===== src/rtl/merger_out_line_packer.sv =====
// Packs P-record beats from the merger tree's output FIFO into 512-bit memory lines.
// A fill register assembles the next line while the out register waits for the memory handshake.
module merger_out_line_packer #(
    parameter int DATA_WIDTH = 32,
    parameter int P          = 4,
    parameter int LINE_WORDS = 16,
    parameter int ADDR_WIDTH = 32
) (
    input  logic                             i_clk,
    input  logic                             i_rst,
    input  logic                             i_start,
    input  logic [ADDR_WIDTH-1:0]            i_base_addr,
    input  logic [31:0]                      i_num_records,
    output logic                             o_busy,
    output logic                             o_done,
    input  logic [P*DATA_WIDTH-1:0]          i_data,
    input  logic                             i_empty,
    output logic                             o_read,
    output logic                             o_wr_valid,
    output logic [ADDR_WIDTH-1:0]            o_wr_addr,
    output logic [LINE_WORDS*DATA_WIDTH-1:0] o_wr_data,
    input  logic                             i_wr_ready,
    output logic [31:0]                      o_lines_written
);

    localparam int BEAT_W = P * DATA_WIDTH;
    localparam int LINE_W = LINE_WORDS * DATA_WIDTH;
    localparam int BPL    = LINE_WORDS / P;
    localparam int CNT_W  = (BPL > 1) ? $clog2(BPL) : 1;

    typedef enum logic [1:0] {IDLE, RUN, FLUSH} state_t;

    state_t                state_q, state_d;
    logic [ADDR_WIDTH-1:0] next_addr_q, next_addr_d;
    logic [31:0]           num_q, num_d;
    logic [31:0]           read_cnt_q, read_cnt_d;
    logic [31:0]           lines_q, lines_d;
    logic [LINE_W-1:0]     fill_q, fill_d;
    logic [CNT_W-1:0]      fill_cnt_q, fill_cnt_d;
    logic                  fill_full_q, fill_full_d;
    logic [LINE_W-1:0]     out_data_q, out_data_d;
    logic [ADDR_WIDTH-1:0] out_addr_q, out_addr_d;
    logic                  out_valid_q, out_valid_d;

    logic              rd;
    logic              last_beat;
    logic              out_free;
    logic              done;
    logic [LINE_W-1:0] merged;

    always_ff @(posedge i_clk) begin
        if (i_rst) begin
            state_q     <= IDLE;
            next_addr_q <= '0;
            num_q       <= '0;
            read_cnt_q  <= '0;
            lines_q     <= '0;
            fill_q      <= '0;
            fill_cnt_q  <= '0;
            fill_full_q <= 1'b0;
            out_data_q  <= '0;
            out_addr_q  <= '0;
            out_valid_q <= 1'b0;
        end else begin
            state_q     <= state_d;
            next_addr_q <= next_addr_d;
            num_q       <= num_d;
            read_cnt_q  <= read_cnt_d;
            lines_q     <= lines_d;
            fill_q      <= fill_d;
            fill_cnt_q  <= fill_cnt_d;
            fill_full_q <= fill_full_d;
            out_data_q  <= out_data_d;
            out_addr_q  <= out_addr_d;
            out_valid_q <= out_valid_d;
        end
    end

    always_comb begin
        state_d     = state_q;
        next_addr_d = next_addr_q;
        num_d       = num_q;
        read_cnt_d  = read_cnt_q;
        lines_d     = lines_q;
        fill_d      = fill_q;
        fill_cnt_d  = fill_cnt_q;
        fill_full_d = fill_full_q;
        out_data_d  = out_data_q;
        out_addr_d  = out_addr_q;
        done        = 1'b0;

        // The out register is free if empty or its line is being accepted this cycle.
        out_free    = ~out_valid_q | i_wr_ready;
        out_valid_d = out_valid_q & ~i_wr_ready;
        if (out_valid_q && i_wr_ready) begin
            lines_d = lines_q + 32'd1;
        end

        rd        = (state_q == RUN) && !i_empty && (read_cnt_q != num_q) && !fill_full_q;
        last_beat = (fill_cnt_q == CNT_W'(BPL - 1)) || ((num_q - read_cnt_q) == 32'(P));
        merged    = fill_q;
        merged[fill_cnt_q * BEAT_W +: BEAT_W] = i_data;

        // A completed line bypasses the fill register when the out register can take it.
        if (fill_full_q && out_free) begin
            out_data_d  = fill_q;
            out_addr_d  = next_addr_q;
            out_valid_d = 1'b1;
            next_addr_d = next_addr_q + ADDR_WIDTH'(LINE_WORDS);
            fill_d      = '0;
            fill_full_d = 1'b0;
        end else if (rd) begin
            read_cnt_d = read_cnt_q + 32'(P);
            if (last_beat && out_free) begin
                out_data_d  = merged;
                out_addr_d  = next_addr_q;
                out_valid_d = 1'b1;
                next_addr_d = next_addr_q + ADDR_WIDTH'(LINE_WORDS);
                fill_d      = '0;
                fill_cnt_d  = '0;
            end else if (last_beat) begin
                fill_d      = merged;
                fill_cnt_d  = '0;
                fill_full_d = 1'b1;
            end else begin
                fill_d     = merged;
                fill_cnt_d = fill_cnt_q + CNT_W'(1);
            end
        end

        case (state_q)
            IDLE: begin
                if (i_start) begin
                    next_addr_d = i_base_addr;
                    num_d       = i_num_records;
                    read_cnt_d  = '0;
                    lines_d     = '0;
                    state_d     = (i_num_records != 32'd0) ? RUN : FLUSH;
                end
            end
            RUN: begin
                if (read_cnt_q == num_q && !fill_full_q) begin
                    state_d = FLUSH;
                end
            end
            FLUSH: begin
                if (!out_valid_q) begin
                    done    = 1'b1;
                    state_d = IDLE;
                end
            end
            default: state_d = IDLE;
        endcase
    end

    assign o_busy          = (state_q != IDLE);
    assign o_done          = done;
    assign o_read          = rd;
    assign o_wr_valid      = out_valid_q;
    assign o_wr_addr       = out_addr_q;
    assign o_wr_data       = out_data_q;
    assign o_lines_written = lines_q;

endmodule


===== config.mk =====
export PLATFORM = sky130hd
export DESIGN_NAME = merger_out_line_packer
export DESIGN_NICKNAME = d
export VERILOG_FILES = /design/src/rtl/merger_out_line_packer.sv
export SDC_FILE = /design/constraint.sdc
export NUM_CORES = 2
export LEC_CHECK = 0
export ABC_CLOCK_PERIOD_IN_PS = 5300
export BUFFER_PORTS_ARGS = -buffer_cell sky130_fd_sc_hd__buf_2
export CORE_ASPECT_RATIO = 1.1
export CORE_MARGIN = 2
export CORE_UTILIZATION = 30
export DETAILED_ROUTE_END_ITERATION = 10
export GPL_TIMING_DRIVEN = 0
export PLACE_DENSITY = 0.44
export SKIP_CTS_REPAIR_TIMING = 1
export SLEW_MARGIN = 25
export SYNTH_ARGS = -nofsm -noshare
export SYNTH_HDL_FRONTEND = slang
export SYNTH_SLANG_ARGS = --single-unit

===== constraint.sdc =====
create_clock -name i_clk -period 5.3 [get_ports i_clk]
set_input_delay 1.06 -clock i_clk [delete_from_list [all_inputs] [get_ports i_clk]]
set_output_delay 1.06 -clock i_clk [all_outputs]
set_load 0.05 [all_outputs]

==> flow_summary.ini <==
[place]
port_buffers = 648
place_ws_ns = -0.512
place_congestion = 0.932
dp.cells = 7710
dpl.hpwl_mm = 165

[yosys]
async_reset_ff_share_pct = 0
seq_area_frac_synth_pct = 50.2
yosys_register_bits = 1188
ys_types = 66
synthCells = 4954
ys_warn_count = 0
synth_flop_cell = dfxtp_1
syn_avg_cell_area_sq_um = 9.56
synth_edf_count = 0
synthesis.nets = 5189
syn-cell-area_sq_um = 47300

[timing]
hold_viol_final = 0
slew_violations = 0
tns_ns = 0
maxSlewHeadroom_pct = 32.1
hold_ws_ns = 0.453
finClkSkew_ns = 0.0342
setup_viol = 0
worst_pin_slew_ns = 1.02
post-route-period-util_pct = 96.0
layout_setup_ws_ns = 0.210
fin_crit_ns = 5.09
max_freq_mhz = 196

[flow_run]
drv_cap = 0

[run_status]
status = finished, final reports clean

[floorplan]
row_count = 152
core_sq_um = 156000
io_pins = 777
die-height_um = 421
start_util_pct = 30.3
die_w_um = 383
die_area_sq_um = 161000

[power_and_ir_drop]
clock_power_share_pct = 47.0
combPwrFrac_pct = 11.0
irDropWorstVdd_mv = 0.202
power_frac_seq_pct = 42.0
p_leak_nw = 22.0
switchingPower_mw = 5.99
powerDensity_nw_per_um2 = 370
p_int_mw = 15.9
p_sw_share_pct = 27.4

[setup_path]
critPathRequiredTime_ns = 6.01
cp-start-kind = flip-flop
critPathArrivalTime_ns = 5.80
path_cells = inv_1 > ha_1 > clkbuf_1 > o21ai_1 > a21oi_1 > o21ai_2 > a211oi_2 > mux2i_1 > a2111oi_2 > or2_2 > nor3_4 > buf_12 > o31ai_2 > buf_2 > buf_2 > a22o_1
worst_path_most_repeated_cell = buf_2
crit_slowest_cell = a2111oi_2
cp-end-kind = flip-flop
path_delay_family = compound AO/OA/AOI/OAI gates
crit_path_max_incr_delay_ns = 0.61
worst-path-buf-inv = 5
cp_max_fo = 11
crit_type = flip-flop to flip-flop

[global_route]
grt-ovfl-total = 0
antenna_found_initial = 33
grt_pass1_vias = 42685
grt_max_degree = 17
track_usage_pct = 25.6
grt_pass1_wl_mm = 305

[layout]
fin_cells = 7986
drive_gt1_share_pct = 20.1
nets = 6011
area_delta_synth_final_pct = 24.8

[clocking]
clock_latency_ns = 0.78
numCtsBuffers = 140
cts.clk_slew.worst_paths_ns = 0.06
cts_tree = done
htree_levels = 4
cts_sinks = 1188
clk_path_buf_depth = 3
clockRootBuffer = clkbuf_16

[route]
wire_per_inst_um = 26.9
vias_per_cell = 5.49
wl_mm = 215
ant_nets = 0
first_pass_iters = 6
first_iter_violations = 3203
vias = 43862
route.detailed.drc = 0

[min_path]
hp-class = flip-flop to flip-flop
==> final timing paths <==
check / slack (ns) / from / endpoint / cells past startpoint
min: 0.45 / read_cnt_q[6] / read_cnt_q[6] / 2
max: 0.21 / read_cnt_q[4] / fill_q[504] / 16
min reg2reg: 0.45 / read_cnt_q[6] / read_cnt_q[6] / 2
max reg2reg: 0.21 / read_cnt_q[4] / fill_q[504] / 16
==> layer usage <==
metal | global-route usage [%] | up-vias | wire [um]
met3 | 7.58 | 297 | 17100
met5 | 0 | - | 39
li1 | - | 20601 | -
met2 | 41.3 | 1352 | 98600
met1 | 31.8 | 21606 | 90200
met4 | 10.1 | 6 | 8580
==> flip-flops by register name (all words and copies together), names as in the netlist <==
| register | cells |
|---|---|
| num_q | 32 |
| o_wr_data | 512 |
| state_q | 2 |
| read_cnt_q | 30 |
| fill_cnt_q | 2 |
| fill_full_q | 1 |
| o_wr_valid | 1 |
| o_lines_written | 32 |
| next_addr_q | 32 |
| fill_q | 512 |
| o_wr_addr | 32 |
==> cell families (layout without fill, tap and decap cells) <==
| family | after synthesis | count (layout) | share of synthesized area, % |
|---|---|---|---|
| simple gates | 593 | 593 | 6.10 |
| fa+ha+maj | 38 | 38 | 1.00 |
| buf+inv | 707 | 1643 | 6.19 |
| mux | 8 | 8 | 0.174 |
| other cells | 0 | 17 | 0 |
| xor+xnor | 63 | 63 | 1.17 |
| flops | 1188 | 1188 | 50.2 |
| compound gates | 2357 | 2357 | 35.1 |
==> cells in the final DEF (no fill, tap or decap), drive strengths merged, types with 12 or more instances in the layout <==
master	n
a211oi	523
a21oi	629
a22o	513
a22oi	512
a311oi	20
and3	17
buf	1032
bufinv	12
clkbuf	517
clkinv	26
dfxtp	1188
diode	17
ha	38
inv	50
nand2	170
nand3	83
nand4	36
nor2	142
nor3	30
nor4	29
o21a	14
o21ai	78
o31ai	16
or3	24
xnor2	34
xor2	29
==> synthesized netlist by cell type, drive strengths merged, types with 45 or more instances <==
library cell  instances  area share (%)
a22o                513             9.5
clkbuf              311             2.5
dfxtp              1188              50
o21ai                78            0.82
buf                 350             3.4
nand2               170             1.3
a22oi               512             8.1
a211oi              523             8.3
nand3                83            0.88
nor2                142             1.1
inv                  45            0.36
a21oi               629             6.7
==> stage by stage <==
step | utilization [%] | total power, mW | cell area, sq um
finish | 37.8 | 21.9 | 59100
detailed placement | 34.5 | 11.7 | 54000
global route | 37.8 | 22.6 | 59100
floorplan | - | 10.8 | 47300
CTS | 37.7 | 22.0 | 58900
global placement | 34.0 | 11.7 | 53200
==> layout make-up <==
type | instances | area, sq um
fill | 16125 | 97200
sequential | 1188 | 23800
multi-input combinational | 3059 | 20700
clock buffer | 208 | 4160
timing repair buffer | 680 | 4060
buffer | 661 | 2810
tap | 2079 | 2600
clock inverter | 48 | 771
inverter | 46 | 173
antenna | 17 | 42.5
==> worst register-to-register path, delay by kind of cell (launching register included) <==
family	cells	cell delay, ns
fa+ha+maj	1	0.27
simple gates	2	0.32
compound gates	7	2.43
mux	1	0.15
buf+inv	5	1.47
flops	1	0.37
==> power by group through the flow <==
stage                     Sequential, mW  Combinational, mW  Clock [mW]
after floorplan                     9.35               1.46           0
after global placement              9.37               2.31           0
after detailed placement            9.37               2.37           0
after CTS                           9.17               2.38        10.5
after global routing                9.18               2.59        10.9
final                               9.17               2.41        10.3
(Power assumes the default switching activity.)
